File: config.mk
export PLATFORM = sky130hd
export DESIGN_NAME = joint_rcservo_multi
export DESIGN_NICKNAME = d
export VERILOG_FILES = /design/src/rtl/joint_rcservo_multi.sv
export SDC_FILE = /design/constraint.sdc
export NUM_CORES = 2
export LEC_CHECK = 0
export BUFFER_PORTS_ARGS = -buffer_cell sky130_fd_sc_hd__buf_2
export CORE_ASPECT_RATIO = 1.75
export CORE_MARGIN = 3
export CORE_UTILIZATION = 40
export DETAILED_ROUTE_END_ITERATION = 6
export SETUP_SLACK_MARGIN = 0.3
export SLEW_MARGIN = 10
export SYNTH_ARGS = -nofsm -noshare
export SYNTH_HDL_FRONTEND = slang
export SYNTH_SLANG_ARGS = --single-unit
export TNS_END_PERCENT = 5
File: constraint.sdc
create_clock -name clk -period 14.82 [get_ports clk]
set_clock_uncertainty 0.05 [all_clocks]
set_input_delay 0.741 -clock clk [delete_from_list [all_inputs] [get_ports clk]]
set_output_delay 0.741 -clock clk [all_outputs]
set_load 0.005 [all_outputs]
File: src/rtl/joint_rcservo_multi.sv
// N-channel RC-servo joint: per-channel rate integrator with symmetric clamp and frame-latched PWM.
// Define JOINT_RCSERVO_STAGGER_EN to start channel i's pulse at i*STAGGER_STEP instead of 0.
module joint_rcservo_multi #(
  parameter int NUM_CH       = 4,
  parameter int SERVO_FREQ   = 480000,
  parameter int SERVO_CENTER = 72000,
  parameter int SERVO_MINMAX = 72000,
  parameter int POS_SHIFT    = 8,
  parameter int STAGGER_STEP = 8000
) (
  input  logic                  clk,
  input  logic                  rst,
  input  logic [NUM_CH-1:0]     enable,
  input  logic [32*NUM_CH-1:0]  jointFreqCmd,
  output logic [32*NUM_CH-1:0]  jointFeedback,
  output logic [NUM_CH-1:0]     PWM,
  output logic [NUM_CH-1:0]     limit
);

`ifdef JOINT_RCSERVO_STAGGER_EN
  localparam bit StaggerEn = 1'b1;
`else
  localparam bit StaggerEn = 1'b0;
`endif

  localparam logic [31:0]        FreqLast = 32'(SERVO_FREQ - 1);
  localparam logic [31:0]        Center   = 32'(SERVO_CENTER);
  localparam logic signed [63:0] MinMax   = 64'(SERVO_MINMAX);

  logic [31:0] fcnt_q, fcnt_d;

  always_comb begin
    fcnt_d = (fcnt_q >= FreqLast) ? 32'd0 : fcnt_q + 32'd1;
  end

  always_ff @(posedge clk or posedge rst) begin
    if (rst) fcnt_q <= 32'd0;
    else     fcnt_q <= fcnt_d;
  end

  for (genvar g = 0; g < NUM_CH; g++) begin : gen_ch
    localparam logic [31:0] Start = StaggerEn ? 32'(g * STAGGER_STEP) : 32'd0;

    logic [31:0]        cmd, mag, posScaled;
    logic               cmdPos, cmdNeg, incOk, decOk, due;
    logic signed [63:0] posExt;
    logic [31:0]        rate_q, rate_d;
    logic signed [31:0] pos_q, pos_d;
    logic [31:0]        width_q, width_d;
    logic               armed_q, armed_d;
    logic               pwm_q, pwm_d;
    logic               lim_q, lim_d;

    assign cmd       = jointFreqCmd[32*g +: 32];
    assign cmdNeg    = cmd[31];
    assign cmdPos    = !cmd[31] && (cmd != 32'd0);
    assign mag       = cmdNeg ? (~cmd + 32'd1) : cmd;
    assign due       = rate_q >= (mag - 32'd1);
    assign posScaled = pos_q << POS_SHIFT;

    // Clamp test done in 64 bits so extreme positions can never wrap.
    assign posExt = {{32{pos_q[31]}}, pos_q};
    assign incOk  = ((posExt + 64'sd1) <<< POS_SHIFT) <= MinMax;
    assign decOk  = ((posExt - 64'sd1) <<< POS_SHIFT) >= -MinMax;

    always_comb begin
      rate_d = rate_q;
      pos_d  = pos_q;
      if (!enable[g]) begin
        rate_d = 32'd0;
      end else if (cmd != 32'd0) begin
        if (due) begin
          rate_d = 32'd0;
          if (cmdPos && incOk)      pos_d = pos_q + 32'sd1;
          else if (cmdNeg && decOk) pos_d = pos_q - 32'sd1;
        end else begin
          rate_d = rate_q + 32'd1;
        end
      end
    end

    // A channel only drives a pulse if it was enabled at its frame start and has stayed enabled.
    always_comb begin
      lim_d   = enable[g] && ((cmdPos && !incOk) || (cmdNeg && !decOk));
      width_d = (fcnt_q == Start) ? Center + posScaled : width_q;
      armed_d = enable[g] && (armed_q || (fcnt_q == Start));
      pwm_d   = armed_d && (fcnt_q >= Start) && ((fcnt_q - Start) < width_q);
    end

    always_ff @(posedge clk or posedge rst) begin
      if (rst) begin
        rate_q  <= 32'd0;
        pos_q   <= 32'sd0;
        width_q <= Center;
        armed_q <= 1'b0;
        pwm_q   <= 1'b0;
        lim_q   <= 1'b0;
      end else begin
        rate_q  <= rate_d;
        pos_q   <= pos_d;
        width_q <= width_d;
        armed_q <= armed_d;
        pwm_q   <= pwm_d;
        lim_q   <= lim_d;
      end
    end

    assign jointFeedback[32*g +: 32] = pos_q;
    assign PWM[g]   = pwm_q;
    assign limit[g] = lim_q;
  end

endmodule

==> summary.md <==
In the synthesized netlist the dominant register cell turns out to be sky130_fd_sc_hd__dfrtp_1. The routed via count divided by cell count was 5.800; the internal portion of total power was 2.152 mW. The vertical extent of the die came out at 430.3 um. In this run the power spent charging and discharging nets is 1.083 mW. After global routing the overflow that remains totals 0. The detailed router finished its first iteration with 1831 violations. The antenna violation net count after detailed routing came out at 0. Counting the buffers created by CTS gives 45.

The most common library cell in the layout ignoring fill and taps was sky130_fd_sc_hd__nor2_1. Global routing used 21.66% of the available tracks across all layers. Counting both buffers and inverters, the worst setup path holds a total of 0. In this run the tool buffered the top-level ports with 269 buffer cells.

After clock tree synthesis, the setup repair step added 0 buffers. The maximum cell stage delay along the critical path was 0.78 ns; the die outline area was 106900 um^2. For this run, the top clock speed supported by timing is 134.3 MHz. Cells with a size suffix above 1 make up 9.185% of the layout.

Initial antenna violation count: 2. The endpoint of the worst-slack reg-to-reg timing path was gen_ch[3].pos_q[31]. Area occupied by registers: 9930 um^2.

In this run switching power makes up 33.49% of total power. TritonCTS built the clock tree. The worst setup path is of the reg2reg kind. For the reg-to-reg setup timing slack, the log shows 7.37 ns. STA classifies the critical path endpoint as a flop. In this run the worst path has a maximum fanout of 12.

Per report_power, the clock group accounts for 36.8% of the total. For the worst setup path, the data required time is 15.24 ns. The first global-routing pass estimated 195.4 mm of wire. Detailed placement ended at an HPWL of 91.61 mm. Entering global routing, the biggest net connects 123 pins. The multi-input gate area in the final layout is 29390 um^2.

Die width: 248.5 um. The finished layout holds 6671 standard cells, fillers aside. For the total of fill cells in the finished design, the log shows 10510.

270 I/O pins were placed. The reg-to-reg startpoint is gen_ch[3].pos_q[0]. The portion of the post-synthesis area used by sequential elements was 24.13%. The run gives 0 as the final count of hold timing violations. Post-route setup TNS: 0 ns.

After clock tree synthesis, the clock-pin slew on the worst setup and hold paths is 0.07 ns. The launching instance or port of the critical path was gen_ch[3].pos_q[0]. Most frequent cell on the critical path: sky130_fd_sc_hd__o21ai_0. Setup slack closes at 7.374 ns. After detailed placement, the design holds a cell count of 6588. Cell with the largest stage delay on the worst path: sky130_fd_sc_hd__a211oi_1. The async set or reset register ratio after synthesis was 100.0%. The tightest min-delay check is of the in2async type. Across all layers, the routed design uses 38690 vias. The tools report the logic gate share of total power as 26.6%. The design draws 3.235 mW. Synthesis handed over a netlist of 5198 instances. The layout-stage area growth over the synthesis result is 9.201%, and the number of endpoints failing setup at the final stage is 0. The area of the core region was 102000 um^2; the flop and latch count out of synthesis was 396. The run gives 3 as the maximum buffer depth of the clock tree.

The average instance in the mapped netlist occupies 7.916 um^2. In the routed design, unresolved DRC markers number 0. Setup repair after global routing left no endpoint under its margin. After clock tree synthesis, the flow added hold-fix buffers numbering 0. On the critical path the largest part of the delay comes from compound AO/OA/AOI/OAI gates.

The final estimated routing congestion in global placement came out at 0.8761. The top cell types in the final layout, fill and taps aside, are sky130_fd_sc_hd__nor2_1 (439), sky130_fd_sc_hd__nand2_1 (415), sky130_fd_sc_hd__dfrtp_1 (380). Measured against its own limit, the worst slew margin works out to 23.87%. Sequential cells burn 36.6% of the power. For this run, the detailed router's first-pass iteration total came to 5.

The run gives 40.34% as the starting density of the core. For this run, the post-layout net count is 5807. The level count of the clock H-tree was 2; the count of flip-flops with a built-in enable after synthesis was 0. The tools report the post-cts resize count as 0.

The post-route worst hold slack was 0.2156 ns; the peak supply drop was 0.06809 mV. The flow ran to the end, and the final reports show no timing, DRC or antenna violations. Traced cell by cell, the critical path runs through ha_1 -> nand4_1 -> or3_1 -> nor2_1 -> a21boi_1 -> or4_1 -> nor4_1 -> a21oi_1 -> or3_1 -> ha_1 -> o21ai_0 -> a211oi_1 -> a211oi_1 -> o21ai_0 -> o311ai_1 -> nand3_1 -> o41ai_1 -> o21ai_0 -> xor2_1 -> nand2_1 -> xnor2_1.

The slew of the pin with the lowest slew margin is 1.142 ns. The mean routed wirelength per cell is 17.95 um. The number of slew-limit violations in the final report is 0. Number of unique standard cell types used by synthesis: 112.

The analysis attributes to cell leakage a power of 19.73 nW. The final critical-path share of the clock period was 50.24%. The logs give 37910 for the via count of the first global-routing pass and 155 for the number of rows created at floorplan.

The setup slack after placement was 7.051 ns. The max capacitance violation total is 0. STA classifies the critical path startpoint as a flop. The CTS sink count was 396; the data arrival time of the worst path was 7.86 ns. Measured in cells, the most critical reg-to-reg path has a length of 21.

The clock reaches the later pin of the worst-skew pair after 0.60 ns. Total number of yosys warnings: 0. The synthesized netlist occupies a cell area of 41150 um^2. The worst path needs 7.446 ns of the cycle, external delays included. The total power divided by cell area was 71.99 nW/um^2. CTS placed an instance of sky130_fd_sc_hd__clkbuf_16 at the clock tree root. The final layout contains routed wiring with a total length of 119.7 mm.
-- worst max-delay path by stage --
stage / to / slack [ns] / depth (start not counted)
after CTS: gen_ch[3].pos_q[31] / 7.38 / 21
after detailed placement: gen_ch[0].pos_q[26] / 7.05 / 23
after global routing: gen_ch[0].pos_q[26] / 6.74 / 22
after global placement: gen_ch[0].pos_q[26] / 7.16 / 23
after floorplan: fcnt_q[0] / 3.04 / 1
final: gen_ch[3].pos_q[31] / 7.37 / 21
-- metal layers --
layer  track usage (%)  vias to the layer above  share of wire [%]
li1                  -                    19220                  -
met1             23.26                    18490                 39
met2             42.16                      748                 53
met3             3.120                      238                3.9
met4             8.436                        0                3.8
met5                 0                        -                  0
-- worst register-to-register path, stage by stage (launching register included) --
cell,delay (ns)
sky130_fd_sc_hd__dfrtp_1,0.58
sky130_fd_sc_hd__ha_1,0.39
sky130_fd_sc_hd__nand4_1,0.26
sky130_fd_sc_hd__or3_1,0.50
sky130_fd_sc_hd__nor2_1,0.21
sky130_fd_sc_hd__a21boi_1,0.11
sky130_fd_sc_hd__or4_1,0.50
sky130_fd_sc_hd__nor4_1,0.28
sky130_fd_sc_hd__a21oi_1,0.12
sky130_fd_sc_hd__or3_1,0.60
sky130_fd_sc_hd__ha_1,0.41
sky130_fd_sc_hd__o21ai_0,0.27
sky130_fd_sc_hd__a211oi_1,0.15
sky130_fd_sc_hd__a211oi_1,0.78
sky130_fd_sc_hd__o21ai_0,0.36
sky130_fd_sc_hd__o311ai_1,0.34
sky130_fd_sc_hd__nand3_1,0.15
sky130_fd_sc_hd__o41ai_1,0.61
sky130_fd_sc_hd__o21ai_0,0.24
sky130_fd_sc_hd__xor2_1,0.18
sky130_fd_sc_hd__nand2_1,0.08
sky130_fd_sc_hd__xnor2_1,0.13
-- cell families (layout without fill, tap and decap cells) --
kind of cell / Yosys count / after routing / share of synthesized area [%]
other: 1 / 15 / 0.009114
DFF: 396 / 396 / 24.13
and+or+nand+nor: 1999 / 1999 / 25.21
AOI/OAI and AO/OA: 1341 / 1341 / 20.77
muxes: 127 / 127 / 3.366
buffers and inverters: 474 / 599 / 4.674
adders and majority gates: 372 / 372 / 11.38
xor gates and xnor gates: 488 / 488 / 10.45
-- synth_stat cells, drive strengths merged (108+ instances only) --
cell type / number / area [um^2]
nor2: 440 / 1654
nand2: 415 / 1558
o21ai: 387 / 1941
dfrtp: 380 / 9509
ha: 368 / 4604
a21oi: 323 / 1617
xnor2: 280 / 2452
nand3: 219 / 1096
inv: 216 / 810.8
xor2: 206 / 1804
clkbuf: 186 / 698.2
nor3: 159 / 847.1
a21o: 147 / 1104
and3: 116 / 725.7
nand4: 108 / 675.7
-- flip-flops by register name, summed over array words and instances, names as in the netlist --
| register | flops |
|---|---|
| gen_ch.lim_q | 4 |
| gen_ch.pos_q | 128 |
| gen_ch.rate_q | 128 |
| fcnt_q | 32 |
| gen_ch.width_q | 96 |
| gen_ch.armed_q | 4 |
| gen_ch.pwm_q | 4 |
-- through the flow --
step           cell area (um^2)  utilization, %
6_report                  44930           44.05
4_1_cts                   44930           44.04
3_3_place_gp              43410           42.56
3_5_place_dp              43410           42.56
5_1_grt                   44930           44.05
2_1_floorplan             41190               -
-- layout make-up --
cell class	instances	share of cell area (%)
timing repair buffer	301	3.559
tap	1334	3.715
antenna	2	0.01114
inverter	217	1.829
multi-input combinational	4340	65.42
sequential	396	22.10
clock inverter	18	0.4706
clock buffer	63	2.902
-- power groups by stage --
stage | Combinational, mW | Sequential, mW | Clock (mW)
after floorplan | 0.674 | 1.15 | 0
after global placement | 0.850 | 1.20 | 0
after detailed placement | 0.859 | 1.20 | 0
after CTS | 0.864 | 1.18 | 1.24
after global routing | 0.967 | 1.19 | 1.27
final | 0.861 | 1.18 | 1.19
Note: power is estimated with default switching activity, not from simulation.
